## src/rtl/alu_seq_pkg.sv

```systemverilog
// Shared types and reference model for the ALU command sequencer.
package alu_seq_pkg;

    localparam int ALU_W = 4;

    typedef enum logic [2:0] {
        OP_ADD  = 3'd0,
        OP_SUB  = 3'd1,
        OP_AND  = 3'd2,
        OP_OR   = 3'd3,
        OP_MUL  = 3'd4,
        OP_XOR  = 3'd5,
        OP_NAND = 3'd6,
        OP_NOR  = 3'd7
    } alu_op_e;

    typedef enum logic [1:0] {
        ST_IDLE    = 2'd0,
        ST_ISSUE   = 2'd1,
        ST_WAIT    = 2'd2,
        ST_RESPOND = 2'd3
    } state_e;

    // Computed at 32 bits; callers keep the low W bits, which gives mod 2^W results.
    function automatic logic [31:0] alu_model(input logic [31:0] a, input logic [31:0] b,
                                              input logic [2:0] op);
        logic [31:0] r;
        case (alu_op_e'(op))
            OP_ADD:  r = a + b;
            OP_SUB:  r = a - b;
            OP_AND:  r = a & b;
            OP_OR:   r = a | b;
            OP_MUL:  r = a * b;
            OP_XOR:  r = a ^ b;
            OP_NAND: r = ~(a & b);
            OP_NOR:  r = ~(a | b);
            default: r = '0;
        endcase
        return r;
    endfunction

endpackage

```

## src/rtl/alu_cmd_fifo.sv

```systemverilog
// Command FIFO holding {a, b, op, tag}; power-of-two depth, wrapping pointers.
module alu_cmd_fifo
    import alu_seq_pkg::*;
#(
    parameter int W     = ALU_W,
    parameter int DEPTH = 4
) (
    input  logic                     clk,
    input  logic                     reset,
    input  logic                     i_push,
    input  logic [2*W+6:0]           i_data,
    input  logic                     i_pop,
    output logic [2*W+6:0]           o_data,
    output logic                     o_full,
    output logic                     o_empty,
    output logic [$clog2(DEPTH):0]   o_count
);
    localparam int AW = $clog2(DEPTH);
    localparam int DW = 2*W + 7;

    logic [DW-1:0] r_mem [DEPTH];
    logic [AW-1:0] r_wr;
    logic [AW-1:0] r_rd;
    logic [AW:0]   r_cnt;
    logic          w_push;
    logic          w_pop;

    assign o_full  = (r_cnt == DEPTH[AW:0]);
    assign o_empty = (r_cnt == '0);
    assign o_count = r_cnt;
    assign o_data  = r_mem[r_rd];
    assign w_push  = i_push && !o_full;
    assign w_pop   = i_pop && !o_empty;

    always_ff @(posedge clk or posedge reset) begin
        if (reset) begin
            r_wr  <= '0;
            r_rd  <= '0;
            r_cnt <= '0;
        end else begin
            if (w_push) r_wr <= r_wr + 1'b1;
            if (w_pop)  r_rd <= r_rd + 1'b1;
            case ({w_push, w_pop})
                2'b10:   r_cnt <= r_cnt + 1'b1;
                2'b01:   r_cnt <= r_cnt - 1'b1;
                default: r_cnt <= r_cnt;
            endcase
        end
    end

    // Storage needs no reset: the count gates every read.
    always_ff @(posedge clk) begin
        if (w_push) r_mem[r_wr] <= i_data;
    end

endmodule

```

## src/rtl/alu_cmd_seq.sv

```systemverilog
// Sequencer feeding a registered ALU one command at a time, returning tagged results.
// Optional result checker enabled by defining ALU_SEQ_CHECK_EN.
module alu_cmd_seq
    import alu_seq_pkg::*;
#(
    parameter int W     = ALU_W,
    parameter int DEPTH = 4
) (
    input  logic         clk,
    input  logic         reset,
    input  logic         cmd_valid,
    output logic         cmd_ready,
    input  logic [W-1:0] cmd_a,
    input  logic [W-1:0] cmd_b,
    input  logic [2:0]   cmd_op,
    input  logic [3:0]   cmd_tag,
    output logic [W-1:0] alu_a,
    output logic [W-1:0] alu_b,
    output logic [2:0]   alu_sel,
    input  logic [W-1:0] alu_result,
    output logic         rsp_valid,
    input  logic         rsp_ready,
    output logic [W-1:0] rsp_result,
    output logic [2:0]   rsp_op,
    output logic [3:0]   rsp_tag,
    output logic         rsp_mismatch,
    output logic [7:0]   err_count,
    output logic         busy
);
    localparam int DW = 2*W + 7;

    state_e                r_state;
    state_e                w_nstate;
    logic                  w_pop;
    logic                  w_capture;
    logic                  w_rsp_clr;
    logic                  w_full;
    logic                  w_empty;
    logic [$clog2(DEPTH):0] w_count;
    logic [DW-1:0]         w_head;
    logic [W-1:0]          r_alu_a;
    logic [W-1:0]          r_alu_b;
    logic [2:0]            r_alu_sel;
    logic [3:0]            r_tag;
    logic                  r_rsp_valid;
    logic [W-1:0]          r_rsp_result;
    logic [2:0]            r_rsp_op;
    logic [3:0]            r_rsp_tag;

    assign cmd_ready = !reset && !w_full;

    alu_cmd_fifo #(.W(W), .DEPTH(DEPTH)) u_fifo (
        .clk     (clk),
        .reset   (reset),
        .i_push  (cmd_valid && cmd_ready),
        .i_data  ({cmd_a, cmd_b, cmd_op, cmd_tag}),
        .i_pop   (w_pop),
        .o_data  (w_head),
        .o_full  (w_full),
        .o_empty (w_empty),
        .o_count (w_count)
    );

    always_ff @(posedge clk or posedge reset) begin
        if (reset) r_state <= ST_IDLE;
        else       r_state <= w_nstate;
    end

    always_comb begin
        w_nstate  = r_state;
        w_pop     = 1'b0;
        w_capture = 1'b0;
        w_rsp_clr = 1'b0;
        case (r_state)
            ST_IDLE: begin
                if (!w_empty) begin
                    w_pop    = 1'b1;
                    w_nstate = ST_ISSUE;
                end
            end
            ST_ISSUE: w_nstate = ST_WAIT;
            ST_WAIT: begin
                w_capture = 1'b1;
                w_nstate  = ST_RESPOND;
            end
            ST_RESPOND: begin
                if (rsp_ready) begin
                    w_rsp_clr = 1'b1;
                    // Back-to-back: the next command issues on the handshake edge.
                    if (!w_empty) begin
                        w_pop    = 1'b1;
                        w_nstate = ST_ISSUE;
                    end else begin
                        w_nstate = ST_IDLE;
                    end
                end
            end
            default: w_nstate = ST_IDLE;
        endcase
    end

    always_ff @(posedge clk or posedge reset) begin
        if (reset) begin
            r_alu_a      <= '0;
            r_alu_b      <= '0;
            r_alu_sel    <= '0;
            r_tag        <= '0;
            r_rsp_valid  <= 1'b0;
            r_rsp_result <= '0;
            r_rsp_op     <= '0;
            r_rsp_tag    <= '0;
        end else begin
            if (w_pop) begin
                {r_alu_a, r_alu_b, r_alu_sel, r_tag} <= w_head;
            end
            if (w_capture) begin
                r_rsp_valid  <= 1'b1;
                r_rsp_result <= alu_result;
                r_rsp_op     <= r_alu_sel;
                r_rsp_tag    <= r_tag;
            end else if (w_rsp_clr) begin
                r_rsp_valid  <= 1'b0;
            end
        end
    end

`ifdef ALU_SEQ_CHECK_EN
    logic [W-1:0] w_expect;
    logic         w_diff;
    logic         r_mismatch;
    logic [7:0]   r_err;

    assign w_expect = W'(alu_model(32'(r_alu_a), 32'(r_alu_b), r_alu_sel));
    assign w_diff   = (alu_result != w_expect);

    always_ff @(posedge clk or posedge reset) begin
        if (reset) begin
            r_mismatch <= 1'b0;
            r_err      <= '0;
        end else if (w_capture) begin
            r_mismatch <= w_diff;
            if (w_diff && r_err != 8'hFF) r_err <= r_err + 1'b1;
        end
    end

    assign rsp_mismatch = r_mismatch;
    assign err_count    = r_err;
`else
    assign rsp_mismatch = 1'b0;
    assign err_count    = '0;
`endif

    assign alu_a      = r_alu_a;
    assign alu_b      = r_alu_b;
    assign alu_sel    = r_alu_sel;
    assign rsp_valid  = r_rsp_valid;
    assign rsp_result = r_rsp_result;
    assign rsp_op     = r_rsp_op;
    assign rsp_tag    = r_rsp_tag;
    assign busy       = (w_count != '0) || (r_state != ST_IDLE);

endmodule

```

## config.mk

```make
export PLATFORM = sky130hd
export DESIGN_NAME = alu_cmd_seq
export DESIGN_NICKNAME = d
export VERILOG_FILES = /design/src/rtl/alu_seq_pkg.sv /design/src/rtl/alu_cmd_fifo.sv /design/src/rtl/alu_cmd_seq.sv
export SDC_FILE = /design/constraint.sdc
export NUM_CORES = 1
export LEC_CHECK = 0
export ABC_AREA = 1
export CAP_MARGIN = 20
export CORE_UTILIZATION = 49
export DETAILED_ROUTE_END_ITERATION = 8
export PLACE_DENSITY = 0.75
export SYNTH_ARGS = -nofsm -noshare
export SYNTH_HDL_FRONTEND = slang
export SYNTH_HIERARCHICAL = 1
export SYNTH_SLANG_ARGS = --single-unit
```

## constraint.sdc

```tcl
create_clock -name clk -period 2.3 [get_ports clk]
set_input_delay 0.46 -clock clk [delete_from_list [all_inputs] [get_ports clk]]
set_output_delay 0.46 -clock clk [all_outputs]
set_load 0.05 [all_outputs]
```

==> impl_metrics.py <==
metrics = {
    "setup_path": {
        "setup.worst_path.class": "flop to flop",
        "crit_path_max_incr_delay_ns": 0.41,
        "cp_max_fo": 4,
        "critical_path_required_ns": 2.54,
        "critPathBufInv": 4,
        "critical_path.top_delay_family": "adder cells",
        "crit_path_cell_trace": "buf_4, ha_2, nand2_2, nand2_4, nand2_4, inv_2, nand2_1, inv_1, ha_1, inv_1, fa_1, nand2_1, nand3_1, nand2_1, nand2_1",
        "timing.critical_path.slowest_stage_cell": "dfrtp_1",
        "crit_path_end_kind": "flop",
        "timing.critical_path.arrival_ns": 2.34,
        "cpMostUsedCell": "nand2_1",
        "cp-start-kind": "flop",
    },
    "die": {
        "ioPinCount": 57,
        "die_w_um": 95.1,
        "fp.coreArea_um2": 8300,
        "initial_utilization": 0.512,
        "die_h_um": 95.1,
        "die_area_um2": 9040,
        "num_rows": 33,
    },
    "yosys": {
        "synth_top_family_by_area": "simple AND/OR/NAND/NOR gates",
        "post-synth-top-area-fraction": 0.424,
        "synth.yosys.warnings": 6,
        "syn_area_um2": 4250,
        "synthesized_area_per_cell_um2": 10.8,
        "post_synth_num_cell_types": 26,
        "synth-seq-cells": 96,
        "syn_inst": 394,
        "post_synthesis_share_of_cell_area_spent_on_full_adders_half_adders_and_majority_gates": 0.0312,
        "synth_sequential_area_ratio": 0.636,
        "simple_gate_portion_of_the_synthesized_area": 0.170,
        "post-synth-top-area-cell": "edfxtp_1",
        "mux_cell_area_share_after_synthesis": 0,
        "ys_top_cells_by_area": "edfxtp_1, dfrtp_1, nand2_1",
        "compound_gate_portion_of_the_synthesized_area": 0.0607,
        "yosys.area_share.xor_xnor": 0.00206,
    },
    "placed_design": {
        "place_inst": 546,
        "dp_hpwl_mm": 5.15,
        "numPortBuffers": 47,
        "gp_routability_congestion": 0.775,
    },
    "routing": {
        "vias": 2750,
        "firstDrtPassIters": 4,
        "route.detailed.drc": 0,
        "drt-vias-per-instance": 4.88,
        "number_of_drc_markers_after_the_initial_detailed_route_iteration": 126,
        "postRouteWirelength_mm": 7.78,
        "drtAntennaViolNets": 0,
        "routedWlPerCell_um": 13.8,
    },
    "layout": {
        "area_growth_syn_to_layout_pct": 19.5,
        "final_common_cell": "nand2_1",
        "finalNonFillerCells": 564,
        "mostFrequentLayoutCells": "nand2_1, edfxtp_1, inv_1",
        "final_core_utilization": 0.612,
        "insertedDiodeCount": 0,
        "final_layout_size_suffix_gt1_frac": 0.118,
        "final_net_count": 487,
    },
    "cts": {
        "cts.reportedPaths.clkPinSlew_ns": 0.08,
        "htreeDepth": 3,
        "worstSkewPairLatency_ns": 0.35,
        "cts_num_sinks": 96,
        "numCtsBuffers": 9,
        "clock_tree.root_cell": "clkbuf_8",
        "tritoncts": "yes",
        "ctsLongestPathBuffers": 2,
    },
    "timing": {
        "setup_viol_count_final": 0,
        "max-slew-margin-rel": 0.619,
        "fmaxAchievable_mhz": 476,
        "skew_ns": 0.00566,
        "fin_crit_ns": 2.10,
        "final_hold_fails": 0,
        "timing_max_transition_violations_final": 0,
        "worst_slew_pin_slew_ns": 0.572,
        "finalSetupTns_ns": 0,
        "post_route_fraction_of_the_period_consumed_by_the_critical_path": 0.913,
    },
    "run_status": {
        "status": "completed",
    },
    "global_route": {
        "grt_start_max_net_pins": 62,
        "grt_antenna_before_repair": 0,
        "grt_first_pass_wirelength_mm": 12.7,
        "grt-ovfl-total": 0,
        "gr-usage-all-layers": 0.192,
        "first_global_vias": 2667,
    },
    "power_and_ir_drop": {
        "vdd.ir_drop.worst_mv": 0.593,
        "cellLeakagePower_uw": 0.00231,
        "power.density_cell_area_nw_per_um2": 1360,
    },
    "run": {
        "max_cap_violations": 0,
    },
    "worst_hold_path": {
        "worstHoldPathType": "input pin to async pin",
    },
}
==> flip-flops by register name, indices dropped and copies added, names as in the netlist <==
register,flops
alu_a,4
alu_b,4
alu_sel,3
r_state,2
r_tag,4
rsp_op,3
rsp_result,4
rsp_tag,4
rsp_valid,1
u_fifo/o_count,3
u_fifo/r_mem,60
u_fifo/r_rd,2
u_fifo/r_wr,2
==> worst paths after layout <==
check / slack [ns] / endpoint / cells past startpoint / startpoint
setup / recovery: 0.20 / u_fifo/o_count[2] / 15 / r_state[0]
setup reg to reg: 0.20 / u_fifo/o_count[2] / 15 / r_state[0]
hold / removal: 0.43 / u_fifo/r_wr[1] / 2 / reset
min in group clk: 0.47 / r_tag[3] / 2 / r_tag[3]
max in group asynchronous: 1.43 / rsp_valid / 3 / reset
hold reg to reg: 0.47 / r_tag[3] / 2 / r_tag[3]
==> per-layer routing <==
| layer | routed length, um | GRT usage |
|---|---|---|
| met3 | 384 | 0.0463 |
| met5 | 0 | 0 |
| met1 | 3360 | 0.240 |
| met2 | 3940 | 0.327 |
| met4 | 88 | 0.0593 |
==> final cells by class <==
cell class                      instances  area (um2)
Clock inverter                          2        17.5
Clock buffer                           14         194
Fill cell                             685        3220
Multi-Input combinational cell        225        1180
Timing Repair Buffer                   64         631
Sequential cell                        96        2700
Inverter                               58         220
Tap cell                              105         131
==> synth_stat cells <==
master / instances
o21ai_0: 1
edfxtp_1: 60
o211ai_1: 26
xnor2_1: 1
buf_2: 2
nand3_1: 22
nand3_2: 1
buf_6: 9
conb_1: 1
o211ai_2: 4
o21bai_1: 1
inv_2: 2
inv_4: 1
nor3_1: 1
fa_1: 1
nand2_1: 136
nor2_4: 1
nand2_4: 2
nor3b_1: 1
nand2_2: 3
ha_1: 9
buf_4: 12
dfrtp_1: 36
inv_1: 55
nor2_1: 5
nand4_1: 1
==> timing repair <==
action	4_1_cts	5_1_grt
gates resized for setup	0	7
hold buffers	0	0
setup endpoints to repair	0	2
buffers inserted	0	2
==> where the power goes <==
part	internal, uW	total [uW]	switching, uW
clock	555	1110	550
combinational	1110	3250	2140
sequential	2260	2520	263
total	3930	6880	2960
==> stage by stage <==
step	area, um2	worst slack, ns	hold slack, ns	power, uW
floorplan	4280	0.0237	0.263	4930
global placement	4820	0.0270	0.453	5630
detailed placement	4820	-0.0417	0.459	5750
CTS	5030	0.0870	0.430	6870
global route	5080	-0.00580	0.451	7380
finish	5080	0.201	0.435	6880
==> kinds of logic (layout without fill, tap and decap cells) <==
kind of cell	after synthesis	in the layout
AO/OA/AOI/OAI	32	32
XOR/XNOR	1	1
adder cells (fa/ha/maj)	10	10
buffers and inverters	81	138
flip-flops	96	96
other	1	9
AND/OR/NAND/NOR	173	173
(Power assumes the default switching activity.)
